===== src/rtl/ov7670_pkg.sv =====
// ov7670_pkg: shared table-entry format, reserved markers and sequencer state encoding
package ov7670_pkg;
    localparam int ENTRY_W = 16;
    localparam logic [ENTRY_W-1:0] END_MARKER = 16'hFFFF;
    localparam logic [ENTRY_W-1:0] DELAY_MARKER = 16'hFFF0;
    localparam logic [7:0] CAMERA_ADDRESS = 8'h42;
    typedef enum logic [2:0] {
        IDLE, FETCH, ISSUE, WAIT_ACK, WAIT_DONE, DELAY, DONE, ERROR
    } state_t;
endpackage


===== src/rtl/ov7670_config_rom.sv =====
// ov7670_config_rom: combinational {addr, value} register table for OV7670 bring-up
module ov7670_config_rom
    import ov7670_pkg::*;
#(
    parameter int TABLE_SEL = 0
) (
    input  logic [7:0]         addr,
    output logic [ENTRY_W-1:0] data
);
    logic [ENTRY_W-1:0] entry;
    always_comb begin
        case (addr)
            8'd0:  entry = 16'h1280;
            8'd1:  entry = DELAY_MARKER;
            8'd2:  entry = 16'h1204;
            8'd3:  entry = 16'h1100;
            8'd4:  entry = 16'h0C00;
            8'd5:  entry = 16'h3E00;
            8'd6:  entry = 16'h8C00;
            8'd7:  entry = 16'h0400;
            8'd8:  entry = 16'h40D0;
            8'd9:  entry = 16'h3A04;
            8'd10: entry = 16'h1418;
            8'd11: entry = 16'h4F80;
            8'd12: entry = 16'h5080;
            8'd13: entry = 16'h5100;
            8'd14: entry = 16'h5222;
            8'd15: entry = 16'h535E;
            8'd16: entry = 16'h5480;
            8'd17: entry = 16'h589E;
            8'd18: entry = 16'h3DC0;
            8'd19: entry = 16'h1711;
            8'd20: entry = 16'h1861;
            8'd21: entry = 16'h32A4;
            8'd22: entry = 16'h1903;
            8'd23: entry = 16'h1A7B;
            8'd24: entry = 16'h030A;
            8'd25: entry = 16'h0E61;
            8'd26: entry = 16'h0F4B;
            8'd27: entry = 16'h1602;
            8'd28: entry = 16'h1E07;
            8'd29: entry = 16'h2102;
            8'd30: entry = 16'h2291;
            8'd31: entry = 16'h2907;
            8'd32: entry = 16'h330B;
            8'd33: entry = 16'h350B;
            8'd34: entry = 16'h371D;
            8'd35: entry = 16'h3871;
            8'd36: entry = 16'h392A;
            8'd37: entry = 16'h3C78;
            8'd38: entry = 16'h4D40;
            8'd39: entry = 16'h4E20;
            8'd40: entry = 16'h6900;
            8'd41: entry = 16'h6B4A;
            8'd42: entry = 16'h7410;
            8'd43: entry = 16'h8D4F;
            8'd44: entry = 16'h8E00;
            8'd45: entry = 16'h8F00;
            8'd46: entry = 16'h9000;
            8'd47: entry = 16'h9100;
            8'd48: entry = 16'h9600;
            8'd49: entry = 16'h9A00;
            8'd50: entry = 16'hB084;
            8'd51: entry = 16'hB10C;
            8'd52: entry = 16'hB20E;
            8'd53: entry = 16'hB382;
            8'd54: entry = 16'hB80A;
            default: entry = END_MARKER;
        endcase
    end
    assign data = TABLE_SEL == 1 ? {1'b0, addr[6:0], ~addr} : entry;
endmodule


===== src/rtl/ov7670_config_sequencer.sv =====
// ov7670_config_sequencer: walks the OV7670 init table, feeding each write to the SCCB engine
module ov7670_config_sequencer
    import ov7670_pkg::*;
#(
    parameter int INPUT_CLK_FREQ = 25000000,
    parameter int DELAY_CYCLES = INPUT_CLK_FREQ / 1000,
    parameter int ACK_TIMEOUT = 1024,
    parameter int TABLE_SEL = 0
) (
    input  logic       clk,
    input  logic       reset,
    input  logic       start_config,
    input  logic       sccb_ready,
    output logic       sccb_start,
    output logic [7:0] sccb_sub_address,
    output logic [7:0] sccb_set_data,
    output logic       busy,
    output logic       done,
    output logic       error,
    output logic [7:0] reg_index
);
    localparam int TW = $clog2(ACK_TIMEOUT);
    state_t state;
    logic [ENTRY_W-1:0] rom_data;
    logic [TW-1:0] ack_cnt;
    logic [31:0] delay_cnt;
    logic step;
    ov7670_config_rom #(.TABLE_SEL(TABLE_SEL)) u_rom (.addr(reg_index), .data(rom_data));
    always_comb begin
        step = state == WAIT_DONE ? sccb_ready : state == DELAY && delay_cnt == '0;
    end
    always_ff @(posedge clk or negedge reset) begin
        if (!reset) begin
            state <= IDLE;
            sccb_start <= 1'b0;
            sccb_sub_address <= 8'h00;
            sccb_set_data <= 8'h00;
            busy <= 1'b0;
            done <= 1'b0;
            error <= 1'b0;
            reg_index <= 8'h00;
            ack_cnt <= '0;
            delay_cnt <= '0;
        end else begin
            sccb_start <= 1'b0;
            case (state)
                IDLE: if (start_config) begin
                    state <= FETCH;
                    reg_index <= 8'h00;
                    busy <= 1'b1;
                    done <= 1'b0;
                    error <= 1'b0;
                end
                FETCH: if (rom_data == END_MARKER) begin
                    state <= DONE;
                    busy <= 1'b0;
                    done <= 1'b1;
                end else if (rom_data[ENTRY_W-1:8] == 8'hFF) begin
                    state <= DELAY;
                    delay_cnt <= rom_data == DELAY_MARKER ? 32'(DELAY_CYCLES - 1) : 32'd0;
                end else begin
                    state <= ISSUE;
                    sccb_sub_address <= rom_data[ENTRY_W-1:8];
                    sccb_set_data <= rom_data[7:0];
                    sccb_start <= sccb_ready;
                end
                ISSUE: if (sccb_start) begin
                    state <= WAIT_ACK;
                    ack_cnt <= TW'(ACK_TIMEOUT - 1);
                end else begin
                    sccb_start <= sccb_ready;
                end
                WAIT_ACK: if (!sccb_ready) begin
                    state <= WAIT_DONE;
                end else if (ack_cnt == '0) begin
                    state <= ERROR;
                    busy <= 1'b0;
                    error <= 1'b1;
                end else begin
                    ack_cnt <= ack_cnt - 1'b1;
                end
                WAIT_DONE, DELAY: if (step && reg_index == 8'hFF) begin
                    state <= DONE;
                    busy <= 1'b0;
                    done <= 1'b1;
                end else if (step) begin
                    state <= FETCH;
                    reg_index <= reg_index + 8'd1;
                end else if (state == DELAY) begin
                    delay_cnt <= delay_cnt - 32'd1;
                end
                DONE, ERROR: state <= IDLE;
            endcase
        end
    end
endmodule


===== config.mk =====
export PLATFORM = sky130hd
export DESIGN_NAME = ov7670_config_sequencer
export DESIGN_NICKNAME = d
export VERILOG_FILES = /design/src/rtl/ov7670_pkg.sv /design/src/rtl/ov7670_config_rom.sv /design/src/rtl/ov7670_config_sequencer.sv
export SDC_FILE = /design/constraint.sdc
export NUM_CORES = 1
export LEC_CHECK = 0
export BUFFER_PORTS_ARGS = -buffer_cell sky130_fd_sc_hd__buf_2
export CAP_MARGIN = 20
export CORE_MARGIN = 2
export CORE_UTILIZATION = 55
export CTS_CLUSTER_SIZE = 28
export DETAILED_ROUTE_END_ITERATION = 7
export PLACE_DENSITY = 0.82
export SLEW_MARGIN = 20
export SYNTH_ARGS = -nofsm -noshare
export SYNTH_HDL_FRONTEND = slang
export SYNTH_SLANG_ARGS = --single-unit
export TNS_END_PERCENT = 50

===== constraint.sdc =====
create_clock -name clk -period 4.5 [get_ports clk]
set_clock_uncertainty 0.15 [all_clocks]
set_input_delay 0.45 -clock clk [delete_from_list [all_inputs] [get_ports clk]]
set_output_delay 0.45 -clock clk [all_outputs]
set_load 0.05 [all_outputs]

======== After elaboration in Yosys (flattened, before gate mapping) ========
Memories as Yosys holds them, arrays and structs flattened.
Index checks and enable logic that the tools add are counted.
cells by class
  add/sub/neg operators ................... 3
  shift operators ......................... 0
  reduce and logical (&&, ||, !) cells .... 22
  mux-type cells .......................... 43
  divide/modulo/power cells ............... 0
  equal/unequal tests ..................... 26
  magnitude comparators ................... 0
  bitwise gates (word level) .............. 2
  multipliers ............................. 0
operator list
  kind                                                                  count
  32-bit two-way mux                                                    5
  32-bit case mux with 2 select lines                                   1
  16-bit == test, second input constant                                 2
  32-bit logical NOT                                                    1
  32-bit by 1-bit subtractor with 32-bit output, second input constant  1
  10-bit two-way mux                                                    3
  2-bit != test, second input constant                                  13
  3-bit two-way mux                                                     8
  8-bit two-way mux                                                     3
  10-bit case mux with 2 select lines                                   1
  4-bit AND reduction                                                   5
  3-bit case mux with 6 select lines                                    1
  8-bit == test, second input constant                                  2
  16-bit two-way mux                                                    1
  8-bit case mux with 2 select lines                                    1
  15-bit two-way mux                                                    1
  1-bit two-way mux                                                     14
  3-bit == test, second input constant                                  4
  6-bit AND reduction                                                   2
  10-bit logical NOT                                                    1
  10-bit by 1-bit subtractor with 10-bit output, second input constant  1
  8-bit by 1-bit adder with 8-bit output, second input constant         1
  2-bit nonzero test                                                    4
  3-bit by 2-bit == test with 1-bit output, second input constant       2
  13 further kinds                                                      18
storage, ports and cells
  flip-flop bits (word level) ............. 73
  bits in writable memories ............... 0
  bits of input ports ..................... 4
  memories kept ........................... 1
  bits in latches ......................... 0
  word-level logic and storage cells ...... 107
  ROM bits ................................ 1,024
memory list
  name             depth  width  read ports  clocked after memory_dff  wr ports  line                     source
  (no name shown)  64     16     1           0                         0         ov7670_config_rom.sv:12  case (addr)

======== Depth between registers and ports, before layout ========
  depth in word-level cells ............... 7
  depth in mapped cells ................... 15

======== Hierarchy ========
From an unflattened synthesis, not the netlist that was laid out.
second synthesis, totals
  cell total of the unflattened synthesis .. 664
  area total of the unflattened synthesis .. 5,456.5 um^2
modules (own cells, without submodules)
  module                   cells an instance  instances  seq. area each (um^2)  area each (um^2)
  ov7670_config_sequencer  451                1          1,826.8                3,986.3
  ov7670_config_rom        213                1          0.0                    1,470.2

======== Worst setup path after synthesis ========
Ideal clock, no wire load.
  path kind ............................... reg-to-reg
  start ................................... reg reg_index[1]
  end ..................................... reg delay_cnt[1]
  library setup time ...................... 0.129 ns
  stages on the path, launching flop included .. 14
  setup slack ............................. 0.686 ns
  clock period less this slack ............ 3.814 ns
  buffers on the path ..................... 2
  arrival ................................. 3.535 ns
  cell sequence ........................... dfrtp_1 -> clkbuf_1 -> inv_1 -> ha_1 -> nor3b_2 -> nor3_1 -> or3_1 -> a311o_1 -> and4_1 -> and4_1 -> o31a_1 -> buf_6 -> nor3_2 -> a21oi_1
on the way
  longest elaborated chain between the ends .. 7
  elaborated cells on any way between the ends .. 15
  those cells by class .................... eq/ne (7); mux (5); reduce/logical (2); memory (1)
ends and longest elaborated chain
  element                              line                           source
  start: declaration                   ov7670_config_sequencer.sv:20  output logic [7:0] reg_index
  start signal: assignment             ov7670_config_sequencer.sv:88  reg_index <= reg_index + 8'd1;
  memory 64 x 16 bit                   --
  16-bit two-way mux                   ov7670_config_rom.sv:12
  16-bit == test                       ov7670_config_sequencer.sv:60  delay_cnt <= rom_data == DELAY_MARKER ? 32'(DELAY_CYCLES - 1) : 32'd0;
  15-bit two-way mux                   ov7670_config_sequencer.sv:60
  32-bit two-way mux                   ov7670_config_sequencer.sv:58  end else if (rom_data[ENTRY_W-1:8] == 8'hFF) begin
  32-bit two-way mux                   ov7670_config_sequencer.sv:54  FETCH: if (rom_data == END_MARKER) begin
  32-bit case mux with 2 select lines  ov7670_config_sequencer.sv:46  case (state)
  end signal: assignment               ov7670_config_sequencer.sv:60
  end signal: assignment               ov7670_config_sequencer.sv:90  delay_cnt <= delay_cnt - 32'd1;
  end: declaration                     ov7670_config_sequencer.sv:26  logic [31:0] delay_cnt;
Several ways; a longest one is shown, not always the timed one. The select of a mux whose other input is x is not followed.
A chain may end at the register's enable or synchronous reset.

======== Final worst setup path ========
  start ................................... reg reg_index[0]
  end ..................................... reg delay_cnt[16]
on the way
  longest elaborated chain between the ends .. 5
  elaborated cells on any way between the ends .. 10
  those cells by class .................... eq/ne (6); mux (1); reduce/logical (2); memory (1)
ends and longest elaborated chain
  element                                          line
  memory 64 x 16 bit                               --
  16-bit two-way mux                               ov7670_config_rom.sv:12
  16-bit == test or 8-bit == test (tied branches)  ov7670_config_sequencer.sv:54, ov7670_config_sequencer.sv:58
  2-bit != test (no source line)                   --
  6-bit AND reduction (no source line) *           --
Mark *: on every way between the ends. The rest lies on a longest branch, timed or not.

==> impl_metrics.csv <==
group,metric,value,unit
cts,clk_latency,360,ps
sta,fin_crit_sh,0.901,
setup_path,path_common_cell,"and4_1",
global_routing,met1_usage,0.472,
global_routing,grt_max_degree,74,
synth,synth_nets,673,
floorplanning,rows,35,
global_routing,grt_util_met3,0.0759,
synth,syn_area,5310,um^2
global_routing,grt.overflow.total,0,
power,power_density,568,nW/um^2
global_routing,grt_usage,0.307,
synth,syn_avg_cell_area,8.16,um^2
global_routing,grt-busiest-layer,"met1",
sta,slew_viol_final,0,
setup_path,critPathMaxFanout,22,
synth,synth_simple_gate_area_frac,0.239,
synth,synth_top_family_by_area,"compound AO/OA/AOI/OAI gates",
placement,place_inst,785,
cells_and_area,drive_gt1_frac,0.144,
floorplanning,dieWidth,102,um
synth,synth_compound_area_frac,0.271,
cts,numCtsBuffers,9,
floorplanning,core_area,9280,um^2
cts,cts-root-buf,"clkbuf_8",
cts,htreeDepth,3,
synth,synth-seq-area-share,0.344,
setup_path,critPathBufInv,2,
setup_path,crit_type,"flip-flop to flip-flop",
cells_and_area,nNetsFinal,690,
synth,synth_cell_types,75,
cts,cts_setup_buffers,0,
sta,finalHoldViolCount,0,
floorplanning,ios,32,
floorplanning,die_y,102,um
setup_path,cp_slowest_stage_delay,550,ps
placement,portBuffers,31,
synth,synth_edf_count,0,
power,power_leakage,0.00240,uW
cells_and_area,fillers,787,
setup_path,endpoint_kind,"flip-flop",
route,drt-pass1-iter-count,6,
route,drtIter0Drc,705,
placement,postPlaceCellArea,5510,um^2
setup_path,worstPathRequired,4600,ps
setup_path,worstPathCellList,"inv_1 > ha_1 > nor3b_2 > nor3_1 > or3_1 > a311o_1 > and4_1 > and4_1 > o31a_1 > buf_4 > o21ai_1 > o41ai_1",
cts,cts_hold_buf,0,
placement,hpwl,10.9,mm
run_status,status,"complete, no violations",
cts,cts_resized,0,
sta,rsz0062_at_grt,"false",
floorplanning,dieArea,10400,um^2
route,avgViaCountPerCell,6.58,
synth,ys_top_cells_by_area,"dfrtp_1, nor2_1, a21oi_1, ha_1, nand2_1",
sta,setup_viol,0,
global_routing,grt_pass1_wl,25.0,mm
setup_path,slowest_stage,"dfrtp_1",
sta,min_period,4060,ps
synth,synth_adder_area_share,0.0448,
synth,async_reset_ff_frac,1.00,
cells_and_area,n_antenna_cell,0,
cells_and_area,multi_input_area,3160,um^2
cts,cts_sinks,73,
setup_path,crit_family,"simple AND/OR/NAND/NOR gates",
flow_run,max_cap_violations,0,
power,ir_drop,582,uV
synth,ys_warn_count,0,
synth,synth_xor_area_frac,0.00660,
synth,ys_seq_elements,73,
cells_and_area,seqCellArea,1830,um^2
setup_path,worstSetupStartpoint,"reg_index[0]",
route,drc,0,
global_routing,grtUsageMet2,0.432,
global_routing,grt_pass1_vias,4764,
cts,cts_tree,"built",
synth,netlist_instances,650,
sta,max_freq,0.247,GHz
cells_and_area,area_delta_synth_final,7.85,%
sta,fin_setup_tns,0,ps
synth,yosys.area.top_type,"dfrtp_1",
hold_path,hp-class,"input pin to asynchronous set/reset pin",
floorplanning,start_util,0.571,
global_routing,antenna_found_initial,0,
cts,cts.clk_slew.worst_paths,100,ps
synth,synth_top_area_frac,0.344,
setup_path,worstReg2RegStart,"reg_index[0]",
cts,clockBufferDepth,2,
setup_path,crit_arrival,4150,ps
sta,max-slew-margin-rel,0.376,
route,wire_per_inst,19.3,um
setup_path,worst-r2r-setup-slack,440,ps
placement,gp_congestion,0.947,
route,via_count,5269,
route,routed_wl,15.5,mm
cells_and_area,stdcell_count,801,
sta,tightest_slew,936,ps
synth,synth_mux_area_frac,0.0328,
cells_and_area,stdcell_area,5720,um^2
setup_path,crit_path_start_kind,"flip-flop",
route,ant_nets,0,
synth,synth_flop_cell,"dfrtp_1",
layout by cell type (no fill, tap or decap), types with 5 or more instances in the layout:
cell       n
o21ai_0   38
nor4_1    10
or3_1     12
inv_1     19
a211oi_1   7
nor3_1    23
mux2_2    11
nor2_1    71
nor2b_1   15
ha_1      19
a21oi_1   52
clkbuf_8   9
nand2_1   56
o41ai_1   10
a31oi_1   14
o21ai_1   39
o31ai_1   13
nand2b_1  13
mux2i_1    5
nand3_1   10
dfrtp_1   73
buf_4     19
buf_2     30
cells in the mapped netlist (all sizes together) (5+ instances only):
library cell / n
o41ai: 10
mux2: 11
dfrtp: 73
a21oi: 52
a211oi: 7
nor2b: 16
nand3: 10
nor3: 25
a31oi: 14
nor2: 75
nand2b: 13
nor4: 12
inv: 19
or3: 12
ha: 19
o31ai: 13
nand2: 56
o21ai: 78
mux2i: 5
buf: 22
clkbuf: 21
layer usage:
layer / vias to the layer above / routed length [um]
met4: 0 / 293
met1: 2483 / 6970
met5: - / 0
met3: 36 / 1590
met2: 298 / 6630
li1: 2452 / -
where the power goes:
part | switching, uW | total (uW) | internal, uW
registers | 207 | 1060 | 849
clock network | 297 | 565 | 268
logic | 1110 | 1630 | 524
state kept, by name, indices dropped and copies added, names as in the netlist:
register	count
state	3
busy	1
sccb_sub_address	8
delay_cnt	32
ack_cnt	10
done	1
reg_index	8
sccb_start	1
error	1
sccb_set_data	8
path summary, 6_finish.rpt:
| path | endpoint | cells past startpoint |
|---|---|---|
| max in group asynchronous | state[1] | 1 |
| worst max-delay path | delay_cnt[16] | 12 |
| worst min-delay path | reg_index[0] | 1 |
| worst min register to register | delay_cnt[21] | 1 |
| min in group clk | sccb_start | 3 |
| worst max register to register | delay_cnt[16] | 12 |
logic make-up after synthesis:
logic type | count (synthesis)
flip-flops | 73
adder cells (fa/ha/maj) | 19
buffers and inverters | 63
multiplexers | 16
AO/OA/AOI/OAI | 226
AND/OR/NAND/NOR | 249
XOR/XNOR | 4
per-stage QoR:
step	power (uW)	util	setup WS [ps]	hold WS, ps
floorplan	2300	-	686	4.41
global placement	2610	0.594	573	305
detailed placement	2660	0.594	596	317
CTS	3240	0.616	521	114
global route	3480	0.616	223	136
finish	3250	0.616	444	46.4
layout make-up:
| type | instances | area share |
|---|---|---|
| Sequential cell | 73 | 0.319 |
| Tap cell | 129 | 0.0282 |
| Timing Repair Buffer | 49 | 0.0512 |
| Clock inverter | 7 | 0.0149 |
| Inverter | 20 | 0.0131 |
| Clock buffer | 9 | 0.0216 |
| Multi-Input combinational cell | 514 | 0.552 |
Note: power is estimated with default switching activity, not from simulation.
